`src/rtl/uart_rx_stage.sv`:
```
`default_nettype none
// ============================================================================
// Module   : uart_rx_stage
// Brief    : Oversampling UART receive front-end. Synchronizes i_rx, deframes
//            8N1 characters (8E1/8O1 when UART_RX_PARITY_EN is defined) and
//            holds each byte in a one-entry register with a valid/ack
//            handshake. Reports framing, overrun and parity errors as
//            one-cycle pulses.
// Options  : `define UART_RX_PARITY_EN builds the PARITY state.
// Revision : 1.0 - initial release
// ============================================================================
module uart_rx_stage #(
    parameter int unsigned CLKS_PER_BIT = 87,
    parameter int unsigned PARITY_ODD   = 0
) (
    input  logic       i_clk,
    input  logic       i_rst_n,
    input  logic       i_rx,
    input  logic       i_ack,
    output logic [7:0] o_data,
    output logic       o_valid,
    output logic       o_busy,
    output logic       o_frame_err,
    output logic       o_overrun,
    output logic       o_parity_err
);

    localparam int unsigned CNT_W = $clog2(CLKS_PER_BIT);
    // Start sample lands H cycles after the edge; counter starts one cycle late.
    localparam logic [CNT_W-1:0] c_HALF_LAST = CNT_W'((CLKS_PER_BIT - 1) / 2 - 1);
    localparam logic [CNT_W-1:0] c_BIT_LAST  = CNT_W'(CLKS_PER_BIT - 1);

`ifdef UART_RX_PARITY_EN
    localparam logic c_PAR_ODD = 1'(PARITY_ODD);
    typedef enum logic [2:0] {
        IDLE   = 3'd0,
        START  = 3'd1,
        DATA   = 3'd2,
        PARITY = 3'd3,
        STOP   = 3'd4
    } state_t;
`else
    typedef enum logic [2:0] {
        IDLE   = 3'd0,
        START  = 3'd1,
        DATA   = 3'd2,
        STOP   = 3'd4
    } state_t;
`endif

    logic             sync_meta_q;
    logic             rx_s_q;
    logic             rx_prev_q;
    state_t           state_q,     state_d;
    logic [CNT_W-1:0] cnt_q,       cnt_d;
    logic [2:0]       bit_idx_q,   bit_idx_d;
    logic [7:0]       shift_q,     shift_d;
    logic [7:0]       data_q,      data_d;
    logic             valid_q,     valid_d;
    logic             busy_q,      busy_d;
    logic             frame_err_q, frame_err_d;
    logic             overrun_q,   overrun_d;
    logic             par_bad_q,   par_bad_d;
`ifdef UART_RX_PARITY_EN
    logic             parity_err_q, parity_err_d;
`endif

    // Next-state, datapath and completion/handshake decisions.
    always_comb begin
        state_d     = state_q;
        cnt_d       = cnt_q;
        bit_idx_d   = bit_idx_q;
        shift_d     = shift_q;
        data_d      = data_q;
        valid_d     = valid_q;
        frame_err_d = 1'b0;
        overrun_d   = 1'b0;
        par_bad_d   = par_bad_q;
`ifdef UART_RX_PARITY_EN
        parity_err_d = 1'b0;
`endif

        // Consumer ack drains the holding register; a same-cycle completion overrides below.
        if (valid_q && i_ack) begin
            valid_d = 1'b0;
        end

        case (state_q)
            IDLE: begin
                // Only a fresh 1->0 edge starts a frame, so a held break stays idle.
                if (rx_prev_q && !rx_s_q) begin
                    state_d   = START;
                    cnt_d     = '0;
                    bit_idx_d = '0;
                    shift_d   = '0;
                    par_bad_d = 1'b0;
                end
            end
            START: begin
                if (cnt_q == c_HALF_LAST) begin
                    cnt_d   = '0;
                    state_d = rx_s_q ? IDLE : DATA;
                end else begin
                    cnt_d = cnt_q + 1'b1;
                end
            end
            DATA: begin
                if (cnt_q == c_BIT_LAST) begin
                    cnt_d     = '0;
                    shift_d   = {rx_s_q, shift_q[7:1]};
                    bit_idx_d = bit_idx_q + 1'b1;
                    if (bit_idx_q == 3'd7) begin
`ifdef UART_RX_PARITY_EN
                        state_d = PARITY;
`else
                        state_d = STOP;
`endif
                    end
                end else begin
                    cnt_d = cnt_q + 1'b1;
                end
            end
`ifdef UART_RX_PARITY_EN
            PARITY: begin
                if (cnt_q == c_BIT_LAST) begin
                    cnt_d     = '0;
                    par_bad_d = ((^shift_q) ^ rx_s_q) != c_PAR_ODD;
                    state_d   = STOP;
                end else begin
                    cnt_d = cnt_q + 1'b1;
                end
            end
`endif
            STOP: begin
                if (cnt_q == c_BIT_LAST) begin
                    cnt_d   = '0;
                    state_d = IDLE;
                    if (!rx_s_q) begin
                        frame_err_d = 1'b1;
                    end else if (par_bad_q) begin
`ifdef UART_RX_PARITY_EN
                        parity_err_d = 1'b1;
`endif
                    end else if (valid_q && !i_ack) begin
                        overrun_d = 1'b1;
                    end else begin
                        data_d  = shift_q;
                        valid_d = 1'b1;
                    end
                end else begin
                    cnt_d = cnt_q + 1'b1;
                end
            end
            default: state_d = IDLE;
        endcase

        busy_d = (state_d != IDLE);
    end

    // Synchronizer, FSM and registered outputs; reset idles the line high.
    always_ff @(posedge i_clk or negedge i_rst_n) begin
        if (!i_rst_n) begin
            sync_meta_q <= 1'b1;
            rx_s_q      <= 1'b1;
            rx_prev_q   <= 1'b1;
            state_q     <= IDLE;
            cnt_q       <= '0;
            bit_idx_q   <= '0;
            shift_q     <= '0;
            data_q      <= '0;
            valid_q     <= 1'b0;
            busy_q      <= 1'b0;
            frame_err_q <= 1'b0;
            overrun_q   <= 1'b0;
            par_bad_q   <= 1'b0;
`ifdef UART_RX_PARITY_EN
            parity_err_q <= 1'b0;
`endif
        end else begin
            sync_meta_q <= i_rx;
            rx_s_q      <= sync_meta_q;
            rx_prev_q   <= rx_s_q;
            state_q     <= state_d;
            cnt_q       <= cnt_d;
            bit_idx_q   <= bit_idx_d;
            shift_q     <= shift_d;
            data_q      <= data_d;
            valid_q     <= valid_d;
            busy_q      <= busy_d;
            frame_err_q <= frame_err_d;
            overrun_q   <= overrun_d;
            par_bad_q   <= par_bad_d;
`ifdef UART_RX_PARITY_EN
            parity_err_q <= parity_err_d;
`endif
        end
    end

    assign o_data      = data_q;
    assign o_valid     = valid_q;
    assign o_busy      = busy_q;
    assign o_frame_err = frame_err_q;
    assign o_overrun   = overrun_q;
`ifdef UART_RX_PARITY_EN
    assign o_parity_err = parity_err_q;
`else
    // No parity in the frame: the error can never fire and the parity sense is irrelevant.
    assign o_parity_err = 1'b0 & (PARITY_ODD != 0);
`endif

endmodule
`default_nettype wire

```
`config.mk`:
```
export PLATFORM = sky130hd
export DESIGN_NAME = uart_rx_stage
export DESIGN_NICKNAME = d
export VERILOG_FILES = /design/src/rtl/uart_rx_stage.sv
export SDC_FILE = /design/constraint.sdc
export NUM_CORES = 1
export LEC_CHECK = 0
export CAP_MARGIN = 20
export CORE_ASPECT_RATIO = 0.75
export CORE_MARGIN = 2
export CORE_UTILIZATION = 38
export CTS_CLUSTER_SIZE = 20
export DETAILED_ROUTE_END_ITERATION = 8
export GPL_TIMING_DRIVEN = 0
export PLACE_DENSITY_LB_ADDON = 0.25
export SYNTH_ARGS = -nofsm -noshare
export SYNTH_HDL_FRONTEND = slang
export SYNTH_SLANG_ARGS = --single-unit
```
`constraint.sdc`:
```
create_clock -name i_clk -period 3.3 [get_ports i_clk]
set_input_delay 0.99 -clock i_clk [delete_from_list [all_inputs] [get_ports i_clk]]
set_output_delay 0.99 -clock i_clk [all_outputs]
set_load 0.05 [all_outputs]
```
## Yosys cells after proc, flatten, opt, wreduce, memory -nomap -nowiden

Cells that the tools add are included.

- Bits in registers: 36
- Latch bits: 0
- Memory bits (writable): 0
- Memory bits (read-only): 0
- Output and inout bits: 13
- Memories: 0

- Add/subtract/negate cells: 2
- Multipliers: 0
- Div/mod/pow operators: 0
- $lt $le $gt $ge: 0
- Eq/ne operators: 8
- Shift operators: 0
- Multiplexer cells: 29
- Bitwise gates (word level): 1
- Reductions and logical operators: 13

Operator list:

| kind | number |
|---|---|
| $mux W3 | 7 |
| $mux W7 | 3 |
| $pmux W7 S3 | 1 |
| $mux W8 | 2 |
| $pmux W8 S2 | 1 |
| $mux W1 | 12 |
| $pmux W3 S4 | 1 |
| $add A7 B1 Y7 const B | 1 |
| $eq A7 B6 Y1 const B | 1 |
| $eq A7 B7 Y1 const B | 1 |
| $eq A3 B3 Y1 const B | 2 |
| $pmux W3 S2 | 1 |
| $reduce_bool A3 Y1 | 2 |
| $ne A2 B2 Y1 const B | 2 |
| $reduce_and A4 Y1 | 1 |
| $add A3 B1 Y3 const B | 1 |
| $eq A3 B1 Y1 const B | 1 |
| $eq A3 B2 Y1 const B | 1 |
| $logic_and A1 B1 Y1 | 3 |
| $logic_not A3 Y1 | 1 |
| $reduce_and A3 Y1 | 1 |
| $logic_not A1 Y1 | 2 |
| $mux W2 | 1 |
| $reduce_and A2 Y1 | 1 |
| other kinds (3) | 3 |

## Logic depth before layout (Yosys ltp)

- Depth after elaboration: 6
- Mapped depth: 7

## Worst setup path after synthesis

OpenSTA, ideal clock, no wires.

- Kind: in2reg
- Start: input port i_ack
- End: register data_q[0] (netlist: o_data[0])
- Library setup time: 0.125 ns
- Arrival time: 1.752 ns
- Required time: 3.175 ns
- Path slack: 1.424 ns
- Stages on the path: 4
- Path buffers: 1
- Path through: nand2b_1 -> and4_1 -> buf_4 -> mux2_2

- Word-level cells in the longest chain between the ends: 4

Ends and longest elaborated chain:

| item | line | text |
|---|---|---|
| from (decl) | 19 | `input logic i_ack,` |
| $logic_not A1 Y1 | 144 | `end else if (valid_q && !i_ack) begin` |
| $logic_and A1 B1 Y1 | 144 |  |
| $not A1 Y1 (no line) | - |  |
| $reduce_and A4 Y1 (no line) | - |  |
| to (signal assigned) | 187 | `data_q <= data_d;` |
| to (decl) | 58 | `logic [7:0] data_q, data_d;` |

Every way passes these cells.
A chain may end at the register's enable or synchronous reset.

## Final worst setup path

- Start: register data_q[4] (netlist: o_data[4])
- End: output port o_data[4]

RTL lines:

| item | line | text |
|---|---|---|
| to (decl) | 20 | `output logic [7:0] o_data,` |

No word-level cell between the ends.

==> flow_summary.ini <==
[run_status]
status = completed

[clock_tree]
cts_buffers = 5
clk_latency_ps = 280
cts_max_level = 2
cts_root_buf = clkbuf_8
clkTransAtPathRegs_ps = 70
cts_num_sinks = 36
cts_tree = done
cts_hold_buf = 0
post-cts-setup-buffers = 0
ctsResizeCount = 0
cts_buffer_depth = 2

[die]
start_util_pct = 40.1
row_count = 20
io_pins = 17
die_h_um = 61.0
die_w_um = 80.0
die_area_um2 = 4870
core_area_um2 = 4100

[cells_and_area]
finalNetCount = 170
layout-drive-gt1-share_pct = 22.7
antenna_cells = 0
final_area_um2 = 1980
nFillCells = 371
area_growth_pct = 20.7
fin_util_pct = 48.4

[global_route]
antenna_found_initial = 0
grt_usage_pct = 15.1
grt_pass1_wl_um = 5420
grt_max_degree = 37
grt_pass1_vias = 1128
grt_remaining_overflow = 0

[worst_setup_path]
critPathBufInv = 1
cpLargestDelayFamily = buffers and inverters
crit_required_ps = 2310
crit_fanout = 2
r2r_setup_slack_ps = 1170
worstSetupPathType = reg -> out
slowest_stage = clkdlybuf4s50_1
critPathLaunchType = register
worstPathCellList = clkdlybuf4s50_1
cpPeakStageDelay_ps = 800
cp_data_arrival_time_ps = 1450
crit_path_end_kind = primary output

[timing]
worst_pin_slew_ps = 779
setup_viol = 0
fmax_ghz = 0.410
slew_headroom_pct = 48.1
clock_skew_ps = 5.45
rsz0062_at_grt = false
min_period_ps = 2440
hold_viol = 0
drv_slew = 0
setup_tns_ps = 0
period_share_pct = 73.9

[power]
power.leakage_uw = 0.000902
powerDensity_nw_per_um2 = 562
power.total_uw = 1120
vdd_ir_drop_max_uv = 225

[synthesis]
synth_cell_types = 41
yosysTopAreaCell = dfrtp_1
synth-main-ff-cell = dfrtp_1
synth_edf_count = 0
syn-num-nets = 148
synth.top_cell.area_share_pct = 50.2
avgSynthCellArea_um2 = 11.7
synth.top_cells.by_count = dfrtp_1 (33), a22o_1 (10), mux2_2 (9)
ys_ff_latch = 36
ys_seq_area_share_pct = 55.0
syn_inst = 140
yosysMostFrequentCell = dfrtp_1
synthTopCellsByArea = dfrtp_1 (50%), mux2_2 (6.2%), a22o_1 (5.3%), dfstp_2 (4.8%), ha_1 (3.0%)
syn-cell-area_um2 = 1640
ys_warn_count = 0
synth-async-reset-ratio_pct = 100

[worst_hold_path]
hold_path.class = reg -> reg

[placed_design]
port_buffers = 15
gp_congestion = 0.790
dp.final_hpwl_um = 2130
post_dp_cell_area_um2 = 1860

[routing]
viasPerCell = 5.29
ant_nets = 0
wl_um = 3100
routedWlPerCell_um = 14.2
drc = 0
dr.pass1.iters = 4
drtIter0Drc = 123
vias = 1153

[flow_run]
cap_violations = 0
-- power by group --
group | leakage, uW | internal, uW | switching (uW) | total, uW
registers | 0.000477 | 478 | 43.2 | 522
clock network | 0.0000645 | 266 | 153 | 419
logic | 0.000360 | 65.9 | 109 | 175
total | 0.000902 | 811 | 305 | 1120
-- cell families (layout without fill, tap and decap cells) --
kind of cell | count (synthesis) | in the layout | share of synthesized area, %
other cells | 1 | 1 | 0.228
mux | 11 | 11 | 7.38
simple gates | 45 | 45 | 16.4
buf+inv | 12 | 35 | 4.26
fa+ha+maj | 5 | 5 | 3.73
compound gates | 30 | 30 | 13.0
flops | 36 | 36 | 55.0
-- path summary, 6_finish.rpt --
kind / to / depth (start not counted) / from
worst max-delay path: o_data[4] / 1 / o_data[4]
min in group asynchronous: cnt_q[5] / 1 / i_rst_n
worst min register to register: rx_s_q / 0 / sync_meta_q
max in group asynchronous: bit_idx_q[1] / 1 / i_rst_n
worst min-delay path: rx_s_q / 0 / sync_meta_q
worst max register to register: o_data[4] / 7 / cnt_q[0]
-- sequential cells by signal (all words and copies together), names as in the netlist --
register     cells
bit_idx_q        3
state_q          3
o_data           8
o_valid          1
rx_prev_q        1
o_overrun        1
rx_s_q           1
o_frame_err      1
shift_q          8
cnt_q            7
sync_meta_q      1
o_busy           1
-- cell type report --
type,instances,area (um2),share of cell area (%)
sequential,36,905,45.6
multi-input combinational,92,669,33.7
timing repair buffer,15,145,7.31
clock buffer,7,96.3,4.85
tap,55,68.8,3.47
buffer,9,58.8,2.96
clock inverter,1,30.0,1.51
inverter,3,11.3,0.567
-- metrics by stage --
step / std cells / hold WS, ps / worst slack [ps]
finish: 218 / 357 / 860
global route: 218 / 359 / 791
CTS: 218 / 358 / 847
detailed placement: 210 / 348 / 861
global placement: 210 / 346 / 462
floorplan: 140 / 345 / 1420
-- cell usage in the layout (no fill, tap or decap), types with 2 or more instances in the layout --
master and count:
dfrtp_1 33, clkdlybuf4s50_1 14, a22o_1 10, mux2_2 9, nor2_1 7, clkbuf_8 7
buf_2 6, nand2_1 6, a31oi_1 5, nand3_1 5, a21oi_1 4, nand2b_1 4
o21ai_0 4, nor3_1 4, ha_1 4, inv_1 3, buf_4 3, or3_1 3
or3b_2 3, dfstp_2 3, nor3b_1 2, mux2i_1 2
-- routing by layer --
metal | GRT usage, % | routed length, um | part of all wire (%) | vias to the layer above
met5 | 0 | 0 | 0 | -
met4 | 7.75 | 56 | 1.8 | 0
met3 | 4.17 | 148 | 4.8 | 7
met2 | 21.5 | 1320 | 43 | 26
met1 | 21.2 | 1570 | 51 | 568
li1 | - | - | - | 552
No activity file was read; power rests on OpenSTA's default activity.
